## src/rtl/mpu_pkg.sv

```systemverilog
// Shared definitions for the fetch path: FSM encoding, opcodes, PC-control bundle
// and the opcode-to-PC-control decode helper.
package mpu_pkg;

  typedef enum logic [1:0] {
    ST_BOOT  = 2'd0,
    ST_FETCH = 2'd1,
    ST_WAIT  = 2'd2,
    ST_STEP  = 2'd3
  } fetch_state_e;

  localparam logic [3:0] OP_JMP        = 4'hF;
  localparam logic [3:0] OP_BRA        = 4'hE;
  localparam logic [7:0] RESET_VEC_DEF = 8'h00;

  typedef struct packed {
    logic       br;
    logic       nia;
    logic [7:0] imm;
  } pc_ctrl_t;

  // br=1 with nia=0 is never produced, so the PC never sees that combination.
  function automatic pc_ctrl_t decode_pc_ctrl(input logic [15:0] word);
    pc_ctrl_t c;
    case (word[15:12])
      OP_JMP: begin
        c.br  = 1'b0;
        c.nia = 1'b0;
        c.imm = word[7:0];
      end
      OP_BRA: begin
        c.br  = 1'b1;
        c.nia = 1'b1;
        c.imm = word[7:0];
      end
      default: begin
        c.br  = 1'b0;
        c.nia = 1'b1;
        c.imm = 8'h00;
      end
    endcase
    return c;
  endfunction

endpackage

```

## src/rtl/instr_fifo.sv

```systemverilog
// Circular instruction queue; the head entry is presented directly on rdata.
module instr_fifo
  import mpu_pkg::*;
#(
  parameter int WIDTH = 16,
  parameter int DEPTH = 2
) (
  input  logic             clk,
  input  logic             rst_n,
  input  logic             push,
  input  logic [WIDTH-1:0] wdata,
  input  logic             pop,
  output logic [WIDTH-1:0] rdata,
  output logic             valid,
  output logic             full
);

  localparam int PW = (DEPTH > 1) ? $clog2(DEPTH) : 1;
  localparam int CW = $clog2(DEPTH + 1);

  logic [WIDTH-1:0] mem_q [DEPTH];
  logic [WIDTH-1:0] mem_d [DEPTH];
  logic [PW-1:0]    wr_ptr_q, wr_ptr_d;
  logic [PW-1:0]    rd_ptr_q, rd_ptr_d;
  logic [CW-1:0]    count_q, count_d;
  logic             pop_s;

  // Explicit wrap keeps non-power-of-two depths (3) correct.
  function automatic logic [PW-1:0] next_ptr(input logic [PW-1:0] p);
    if (p == PW'(DEPTH - 1)) begin
      return PW'(0);
    end else begin
      return p + PW'(1);
    end
  endfunction

  assign pop_s = pop && valid;
  assign valid = (count_q != CW'(0));
  assign full  = (count_q == CW'(DEPTH));
  assign rdata = mem_q[rd_ptr_q];

  always_comb begin
    mem_d    = mem_q;
    wr_ptr_d = wr_ptr_q;
    rd_ptr_d = rd_ptr_q;
    count_d  = count_q;
    if (push) begin
      mem_d[wr_ptr_q] = wdata;
      wr_ptr_d        = next_ptr(wr_ptr_q);
    end else begin
      wr_ptr_d = wr_ptr_q;
    end
    if (pop_s) begin
      rd_ptr_d = next_ptr(rd_ptr_q);
    end else begin
      rd_ptr_d = rd_ptr_q;
    end
    case ({push, pop_s})
      2'b10:   count_d = count_q + CW'(1);
      2'b01:   count_d = count_q - CW'(1);
      default: count_d = count_q;
    endcase
  end

  always_ff @(posedge clk or negedge rst_n) begin
    if (!rst_n) begin
      for (int i = 0; i < DEPTH; i++) begin
        mem_q[i] <= '0;
      end
      wr_ptr_q <= '0;
      rd_ptr_q <= '0;
      count_q  <= '0;
    end else begin
      mem_q    <= mem_d;
      wr_ptr_q <= wr_ptr_d;
      rd_ptr_q <= rd_ptr_d;
      count_q  <= count_d;
    end
  end

endmodule

```

## src/rtl/fetch_ctrl.sv

```systemverilog
// Instruction fetch controller: boots the PC, issues one memory read at a time,
// decodes the returned word into a PC step and queues it for the decoder.
module fetch_ctrl
  import mpu_pkg::*;
#(
  parameter logic [7:0] RESET_VEC = RESET_VEC_DEF,
  parameter int         QDEPTH    = 2
) (
  input  logic        clk,
  input  logic        rst_n,
  input  logic [7:0]  pc,
  output logic        pc_step,
  output logic        br,
  output logic        nia,
  output logic [7:0]  imm,
  output logic        mem_req,
  output logic [7:0]  mem_addr,
  input  logic        mem_ack,
  input  logic [15:0] mem_rdata,
  output logic        instr_valid,
  output logic [15:0] instr,
  input  logic        dec_ready
);

  fetch_state_e state_q, state_d;
  logic         mem_req_q, mem_req_d;
  logic [7:0]   mem_addr_q, mem_addr_d;
  logic         pc_step_q, pc_step_d;
  logic         br_q, br_d;
  logic         nia_q, nia_d;
  logic [7:0]   imm_q, imm_d;
  logic         push_s;
  logic         pop_s;
  logic         fifo_full_s;
  pc_ctrl_t     dec_s;

  assign push_s = (state_q == ST_WAIT) && mem_ack;
  assign pop_s  = instr_valid && dec_ready;
  assign dec_s  = decode_pc_ctrl(mem_rdata);

  instr_fifo #(
    .WIDTH (16),
    .DEPTH (QDEPTH)
  ) u_fifo (
    .clk   (clk),
    .rst_n (rst_n),
    .push  (push_s),
    .wdata (mem_rdata),
    .pop   (pop_s),
    .rdata (instr),
    .valid (instr_valid),
    .full  (fifo_full_s)
  );

  always_comb begin
    state_d    = state_q;
    mem_req_d  = mem_req_q;
    mem_addr_d = mem_addr_q;
    pc_step_d  = 1'b0;
    br_d       = 1'b0;
    nia_d      = 1'b0;
    imm_d      = 8'h00;
    case (state_q)
      ST_BOOT: begin
        state_d   = ST_FETCH;
        pc_step_d = 1'b1;
        imm_d     = RESET_VEC;
      end
      ST_FETCH: begin
        // Hold issue while the boot PC load is still in flight, so pc is current.
        if (!fifo_full_s && !pc_step_q) begin
          state_d    = ST_WAIT;
          mem_req_d  = 1'b1;
          mem_addr_d = pc;
        end else begin
          state_d = ST_FETCH;
        end
      end
      ST_WAIT: begin
        if (mem_ack) begin
          state_d   = ST_STEP;
          mem_req_d = 1'b0;
          pc_step_d = 1'b1;
          br_d      = dec_s.br;
          nia_d     = dec_s.nia;
          imm_d     = dec_s.imm;
        end else begin
          state_d = ST_WAIT;
        end
      end
      ST_STEP: begin
        state_d = ST_FETCH;
      end
      default: begin
        state_d   = ST_BOOT;
        mem_req_d = 1'b0;
      end
    endcase
  end

  always_ff @(posedge clk or negedge rst_n) begin
    if (!rst_n) begin
      state_q    <= ST_BOOT;
      mem_req_q  <= 1'b0;
      mem_addr_q <= 8'h00;
      pc_step_q  <= 1'b0;
      br_q       <= 1'b0;
      nia_q      <= 1'b0;
      imm_q      <= 8'h00;
    end else begin
      state_q    <= state_d;
      mem_req_q  <= mem_req_d;
      mem_addr_q <= mem_addr_d;
      pc_step_q  <= pc_step_d;
      br_q       <= br_d;
      nia_q      <= nia_d;
      imm_q      <= imm_d;
    end
  end

  assign pc_step  = pc_step_q;
  assign br       = br_q;
  assign nia      = nia_q;
  assign imm      = imm_q;
  assign mem_req  = mem_req_q;
  assign mem_addr = mem_addr_q;

endmodule

```

## config.mk

```make
export PLATFORM = sky130hd
export DESIGN_NAME = fetch_ctrl
export DESIGN_NICKNAME = d
export VERILOG_FILES = /design/src/rtl/mpu_pkg.sv /design/src/rtl/instr_fifo.sv /design/src/rtl/fetch_ctrl.sv
export SDC_FILE = /design/constraint.sdc
export NUM_CORES = 1
export LEC_CHECK = 0
export CORE_MARGIN = 4
export CORE_UTILIZATION = 45
export DETAILED_ROUTE_END_ITERATION = 12
export GPL_ROUTABILITY_DRIVEN = 0
export PLACE_DENSITY = 0.86
export SETUP_SLACK_MARGIN = 0.15
export SYNTH_ARGS = -nofsm -noshare
export SYNTH_HDL_FRONTEND = slang
export SYNTH_SLANG_ARGS = --single-unit
```

## constraint.sdc

```tcl
create_clock -name clk -period 5.5 [get_ports clk]
set_clock_uncertainty 0.1 [all_clocks]
set_input_delay 1.1 -clock clk [delete_from_list [all_inputs] [get_ports clk]]
set_output_delay 1.1 -clock clk [all_outputs]
set_load 0.01 [all_outputs]
```

Word level (Yosys, flattened, before mapping)
Index checks and enable logic that the tools add are counted.
{"block": "word_totals", "elab_cells": 69, "regBits": 58, "output_inout_bits": 37, "inputBits": 28}
{"block": "classes", "mux": 24, "n_bitwise": 2, "add_sub_neg": 4, "n_eq_ne": 10, "reduce_logical": 14, "order_cmp": 3}
{"op": "$mux 16", "n": 4}
{"op": "$bwmux 32", "n": 1}
{"op": "$pmux 10 s2", "n": 1}
{"op": "$demux 16 s1", "n": 1}
{"op": "$mux 8", "n": 2}
{"op": "$mux 1", "n": 10}
{"op": "$eq 2x2->1 const B", "n": 4}
{"op": "$eq 4x4->1 const B", "n": 2}
{"op": "$pmux 2 s3", "n": 1}
{"op": "$reduce_bool 2->1", "n": 3}
{"op": "$logic_and 1x1->1", "n": 5}
{"op": "$eq 2x1->1 const B", "n": 2}
{"op": "$ge 2x2->1 const B", "n": 2}
{"op": "$ne 2x2->1 const B", "n": 2}
{"op": "$not 1->2", "n": 2}
{"op": "$pmux 1 s2", "n": 2}
{"op": "$pmux 2 s2", "n": 1}
{"op": "$reduce_and 3->1", "n": 1}
{"op": "$add 1x1->1 const B", "n": 2}
{"op": "$add 2x1->2 const B", "n": 1}
{"op": "$logic_not 1->1", "n": 2}
{"op": "$logic_not 2->1", "n": 1}
{"op": "$lt 2x1->1 const B", "n": 1}
{"op": "$mux 2", "n": 1}
{"op": "other kinds (3)", "n": 3}

Depth between registers and ports, before layout
Gate-level depths: netlist (run 1).
{"block": "logic_depth", "depth_word": 6, "mapped_depth": 7, "depth_no_buf": 7}

Modules after synthesis
From an unflattened synthesis (run 1), not the netlist that was laid out.
{"block": "hier_totals", "hier_cells": 169, "area_unflattened_um2": 2459.9}
{"module": "instr_fifo", "area_per_inst_um2": 1574.0, "seq_area_each_um2": 900.9, "instances": 1, "cells_per_inst": 101}
{"module": "fetch_ctrl", "area_per_inst_um2": 885.8, "seq_area_each_um2": 550.5, "instances": 1, "cells_per_inst": 68}

Least setup slack after synthesis (run 1)
OpenSTA, ideal clock, no wires.
{"block": "synth_timing", "path_kind": "register to output", "start": "register u_fifo.rd_ptr_q", "end": "output port instr[10]", "slack_ps": 3091, "arrival_time_ps": 1209, "t_required_ps": 4300, "path_stages_with_launch": 4, "n_path_buf": 2, "cell_sequence": "dfrtp_1 -> clkbuf_1 -> buf_2 -> mux2_2"}
{"block": "synth_via", "elab_chain_len": 4}
{"item": "from (decl)", "line_no": "instr_fifo.sv:24", "rtl": "logic [PW-1:0] rd_ptr_q, rd_ptr_d;"}
{"item": "from (signal assigned)", "line_no": "instr_fifo.sv:76", "rtl": "rd_ptr_q <= rd_ptr_d;"}
{"item": "$not 1->2 (implied by the code)", "line_no": "instr_fifo.sv:40", "rtl": "assign rdata = mem_q[rd_ptr_q];"}
{"item": "$mux 16 (implied by the code) (3 in a row)", "line_no": "instr_fifo.sv:40"}
{"item": "to (decl)", "line_no": "fetch_ctrl.sv:21", "rtl": "output logic [15:0] instr,"}
Every way passes these cells. The select of a mux whose other input is x is not followed.

Worst setup path after layout (run 1)
{"block": "layout_timing", "start": "register u_fifo.rd_ptr_q", "end": "output port instr[11]"}
Same word-level chain as after synthesis.

==> results.toml, run 1 <==
[sta]
finalCriticalPeriod_ns = 3.28
tightestPinTransition_ns = 0.954
finalCritPeriodShare_pct = 59.6
hold_viol = 0
fmax_mhz = 305
rsz0062_at_grt = "no"
drv_slew = 0
setup_ws_ns = 2.22
setup-tns-final_ns = 0
setup_viol_count_final = 0
maxSlewHeadroom_pct = 36.4

[synthesis]
synth_top_area_share_pct = 59.0
synth_mux_area_share_pct = 27.5
ys_ff_latch = 58
syn_area_um2 = 2460
ys_top_cells_by_area = "dfrtp_1 (59%), mux2_2 (22%), mux2_4 (5.5%)"
synth_fa_ha_area_share_pct = 2.54
synth_xor_xnor_area_share_pct = 1.42
synthTopCellsByCount = "dfrtp_1 (58), mux2_2 (48), and2_1 (9), mux2_4 (9), ha_1 (5)"
synthSimpleGateAreaFrac_pct = 6.31
synth_top_area_cell = "dfrtp_1"
yosysMostFrequentCell = "dfrtp_1"
yosysSeqAreaShare_pct = 59.0
synth-compound-area-share_pct = 1.32
synth_cell_types = 27
synthFlopType = "dfrtp_1"
synth.avg_cell_area_um2 = 15.4
synth_cells = 160
async_reset_ff_share_pct = 100
synth_top_family_by_area = "multiplexers"
synth_fp_nets = 193
synth_edf_count = 0
yosys_warnings = 0

[global_routing]
grt_max_degree = 59
grt_pass1_vias = 1569
grt_overflow = 0
antenna_found_initial = 0
track_usage_pct = 15.8
grt_pass1_wl_um = 7770

[placed_design]
portBuffers = 64
placed_cells = 290
dp_hpwl_um = 3230
pre_cts_ws_ns = 2.33

[flow_run]
maxCapViolations = 0

[power]
p_per_area_nw_per_um2 = 573
power.leakage_nw = 1.50
max-vdd-ir-drop_mv = 0.302

[floorplan]
fp.dieArea_um2 = 6710
core_um2 = 5200
dieWidth_um = 81.9
ios = 65
start_util_pct = 47.3
rows = 26
die_h_um = 81.9

[route]
ant_nets = 0
wl_um = 4770
routed_via_density = 4.82
drc = 0
vias = 1475
wire_per_inst_um = 15.6
detail_route.iter0.violations = 53
drt-pass1-iter-count = 4

[clock_tree]
cts_setup_buffers = 0
clock-root-buffer = "clkbuf_8"
clk_pin_slew_ns = 0.06
clk_latency_ns = 0.32
tritoncts = "done"
cts_hold_buf = 0
post_cts_resized = 0
htree_levels = 3
cts_num_sinks = 58
clk_path_buf_depth = 2
numCtsBuffers = 9

[layout]
drive_gt1_share_pct = 32.2
antenna_cells = 0
nets = 264
syn_to_final_growth_pct = 36.1
final_cells = 306

[min_path]
hp-class = "reg -> reg"

[critical_path]
critical_path.startpoint_type = "register"
required_ns = 4.30
path_cells = "mux2_2 > clkdlybuf4s50_1"
arrival_ns = 2.08
path_class = "reg -> out"
cp-end-kind = "primary output"
worstPathMaxFanout = 17
crit_slowest_cell = "dfrtp_1"
cpPeakStageDelay_ns = 0.84

[run_status]
status = "finished, final reports clean"
through the flow:
stage               area [um^2]  hold slack (ns)  power [W]  util, %
CTS                        3350            0.389    0.00194     64.3
detailed placement         3150            0.377    0.00154     60.5
global placement           3150            0.362    0.00151     60.5
floorplan                  2460            0.347    0.00118        -
finish                     3350            0.383    0.00192     64.3
global route               3350            0.418    0.00204     64.3
routing by layer:
metal / routed length (um) / track usage [%]
met2: 2230 / 24.2
met3: 328 / 4.82
met1: 2140 / 20.4
met4: 72 / 7.97
met5: 0 / 0
flip-flops by register name, indices dropped and copies added (netlist names):
signal           flops
u_fifo.mem_q        32
imm                  8
mem_addr             8
state_q              2
u_fifo.count_q       2
br                   1
mem_req              1
nia                  1
pc_step              1
u_fifo.rd_ptr_q      1
u_fifo.wr_ptr_q      1
cell type report:
| type | instances | area [um^2] |
|---|---|---|
| fill | 424 | 1860 |
| sequential | 58 | 1450 |
| multi-input combinational | 95 | 961 |
| timing repair buffer | 65 | 643 |
| clock buffer | 14 | 163 |
| tap | 70 | 87.6 |
| clock inverter | 2 | 35.0 |
| inverter | 2 | 7.51 |
critical path: cells and delay by family (launching register included):
| family | cells | cell delay [ns] |
|---|---|---|
| DFF | 1 | 0.84 |
| buffers and inverters | 1 | 0.50 |
| muxes | 1 | 0.42 |
where the power goes:
part           leakage, nW  switching (W)  internal, W
Combinational        0.680       0.000274     0.000528
Clock                0.101       0.000156     0.000234
Sequential           0.719       0.000121     0.000605
logic make-up (layout without fill, tap and decap cells):
| kind of cell | after synthesis | in the layout |
|---|---|---|
| AO/OA/AOI/OAI | 4 | 4 |
| XOR/XNOR | 4 | 4 |
| adder cells (fa/ha/maj) | 5 | 5 |
| buffers and inverters | 7 | 83 |
| flip-flops | 58 | 58 |
| multiplexers | 57 | 57 |
| AND/OR/NAND/NOR | 25 | 25 |
placed cells by master, fill, tap and decap left out:
master,Yosys,final
clkdlybuf4s50_1,0,63
xor2_1,2,2
o221a_2,1,1
o21a_1,1,1
nor2b_1,1,1
or2_1,1,1
a41oi_1,1,1
dfrtp_1,58,58
or2_2,1,1
buf_2,2,1
ha_1,5,5
clkinv_2,0,1
nor3b_4,1,1
clkbuf_1,1,3
nand2_1,2,2
buf_4,0,1
mux2_2,48,48
clkbuf_8,0,11
nand2_2,1,1
nand3_1,2,2
and2_1,9,9
nor3_1,1,1
nand2b_1,2,2
nor2_1,3,3
xnor2_1,2,2
inv_1,2,2
bufinv_16,0,1
mux2_4,9,9
and3b_1,1,1
a21oi_1,1,1
final timing paths:
path                                          startpoint                       endpoint  slack, ns  depth (start not counted)
setup / recovery             u_fifo.rd_ptr_q$_DFFE_PN0P_                      instr[11]       2.22                          2
hold / removal             u_fifo.count_q[1]$_DFFE_PN0P_  u_fifo.count_q[1]$_DFFE_PN0P_       0.38                          1
setup reg to reg                    state_q[0]$_DFF_PN0_   u_fifo.mem_q[17]$_DFFE_PN0P_       3.21                          5
hold reg to reg            u_fifo.count_q[1]$_DFFE_PN0P_  u_fifo.count_q[1]$_DFFE_PN0P_       0.38                          1
max in group asynchronous                          rst_n   u_fifo.mem_q[13]$_DFFE_PN0P_       4.02                          2
min in group asynchronous                          rst_n        mem_addr[2]$_DFFE_PN0P_       0.83                          2
Power figures use the tool's default switching activity.
==> inputs of run 2 (changes only) <==
Clock period 5.5 ns to 3.2 ns, I/O delays scaled along.
==> run 2 against run 1 <==
Cell area grew 1.3%. Register-to-register slack lost 1.9 ns. First-iteration DRC count grew 45%. Utilization grew 0.87 points. Non-clock buffer count grew 2. Setup slack lost 1.8 ns. Combinational power grew 74%. Sequential share of layout area shrank 0.58 points. Worst hold slack lost 0.30 ns. Total power grew 77%. Cell count grew 0.65%. Count of clock-buffer cells in the layout shrank 4. Critical endpoint unchanged. Largest cell class unchanged.
==> results.toml, run 2 (synthesized netlist as in run 1, its figures left out) <==
[critical_path]
worstPathMaxFanout = 17
r2r_setup_slack_ns = 1.30
r2r-start = "state_q[0]$_DFF_PN0_"
rr_worst_depth = 6
path_class = "reg -> out"
crit_slowest_cell = "dfrtp_1"
r2r_end = "u_fifo.mem_q[19]$_DFFE_PN0P_"
cp-startpoint = "u_fifo.rd_ptr_q$_DFFE_PN0P_"
arrival_ns = 2.08
cp-end-kind = "primary output"
required_ns = 2.46
cpPeakStageDelay_ns = 0.84
critical_path.startpoint_type = "register"
path_cells = "mux2_2 > clkdlybuf4s50_1"

[sta]
tightestPinTransition_ns = 0.766
fmax_mhz = 354
maxSlewHeadroom_pct = 49.0
hold_viol = 0
drv_slew = 0
finalCriticalPeriod_ns = 2.82
setup_viol_count_final = 0
setup_ws_ns = 0.379
setup-tns-final_ns = 0
finalCritPeriodShare_pct = 88.2
rsz0062_at_grt = "no"

[floorplan]
start_util_pct = 47.3
core_um2 = 5200
dieWidth_um = 81.9
die_h_um = 81.9
rows = 26
ios = 65
fp.dieArea_um2 = 6710

[layout]
nets = 266
largest_reg_flops = 32
antenna_cells = 0
largest_register = "u_fifo.mem_q"
layout_common_cells = "clkdlybuf4s50_1 (63), dfrtp_1 (58), mux2_2 (48)"
syn_to_final_growth_pct = 37.9
layout_commonest_cell = "clkdlybuf4s50_1"
drive_gt1_share_pct = 34.0

[clock_tree]
htree_levels = 3
cts_setup_buffers = 0
clock-root-buffer = "clkbuf_8"
numCtsBuffers = 9
tritoncts = "done"
clk_latency_ns = 0.33
cts_hold_buf = 0
clk_path_buf_depth = 2
cts_num_sinks = 58
post_cts_resized = 0
clk_pin_slew_ns = 0.07

[route]
ant_nets = 0
routed_via_density = 4.97
drt-pass1-iter-count = 4
wl_um = 4960
drc = 0
vias = 1530
wire_per_inst_um = 16.1
detail_route.iter0.violations = 77

[global_routing]
grt_pass1_vias = 1631
grt_max_degree = 45
antenna_found_initial = 0
grt_pass1_wl_um = 8020
grt_overflow = 0
track_usage_pct = 16.7

[run_status]
status = "finished, final reports clean"

[power]
p_per_area_nw_per_um2 = 1000
power.leakage_nw = 1.52
max-vdd-ir-drop_mv = 0.488

[min_path]
hp-class = "in -> async"

[placed_design]
portBuffers = 64
pre_cts_ws_ns = 0.743
dp_hpwl_um = 3380

[flow_run]
maxCapViolations = 0
## run 2: cell type report
| class | count | area (um^2) |
|---|---|---|
| Inverter | 2 | 7.51 |
| Timing Repair Buffer | 67 | 658 |
| Clock buffer | 10 | 138 |
| Multi-Input combinational cell | 95 | 961 |
| Fill cell | 396 | 1810 |
| Sequential cell | 58 | 1450 |
| Tap cell | 70 | 87.6 |
| Clock inverter | 6 | 90.1 |
## run 2: worst max path at each step
stage | cells past startpoint | to
finish | 2 | instr[11]
global route | 2 | instr[0]
CTS | 2 | instr[11]
detailed placement | 2 | instr[11]
global placement | 2 | instr[12]
floorplan | 3 | instr[10]
## run 2: worst max-delay path, delay by kind of cell (launching register included)
family	cells	cell delay [ns]
buffers and inverters	1	0.49
DFF	1	0.84
muxes	1	0.41
## run 2: metrics by stage
stage	utilization (%)	hold slack, ns	power, W	cells	area [um^2]
2_1_floorplan	-	0.244	0.00202	160	2460
3_3_place_gp	60.8	0.363	0.00260	292	3170
3_5_place_dp	60.8	0.381	0.00266	292	3170
4_1_cts	65.2	0.0756	0.00344	308	3390
5_1_grt	65.2	0.0906	0.00361	308	3390
6_report	65.2	0.0843	0.00339	308	3390
## run 2: routing by layer
metal | wire [um] | part of all wire (%) | global-route usage [%] | vias to the layer above
li1 | - | - | - | 709
met1 | 2170 | 44 | 20.4 | 767
met2 | 2390 | 48 | 26.6 | 48
met3 | 327 | 6.6 | 5.37 | 6
met4 | 72 | 1.5 | 8.47 | 0
met5 | 0 | 0 | 0 | -
## run 2: power breakdown
group          switching, W  internal (W)  leakage, nW  total, W
Combinational      0.000476      0.000909        0.688   0.00139
Sequential         0.000213       0.00104        0.719   0.00125
Clock              0.000297      0.000460        0.112  0.000757
Total              0.000986       0.00241         1.52   0.00339
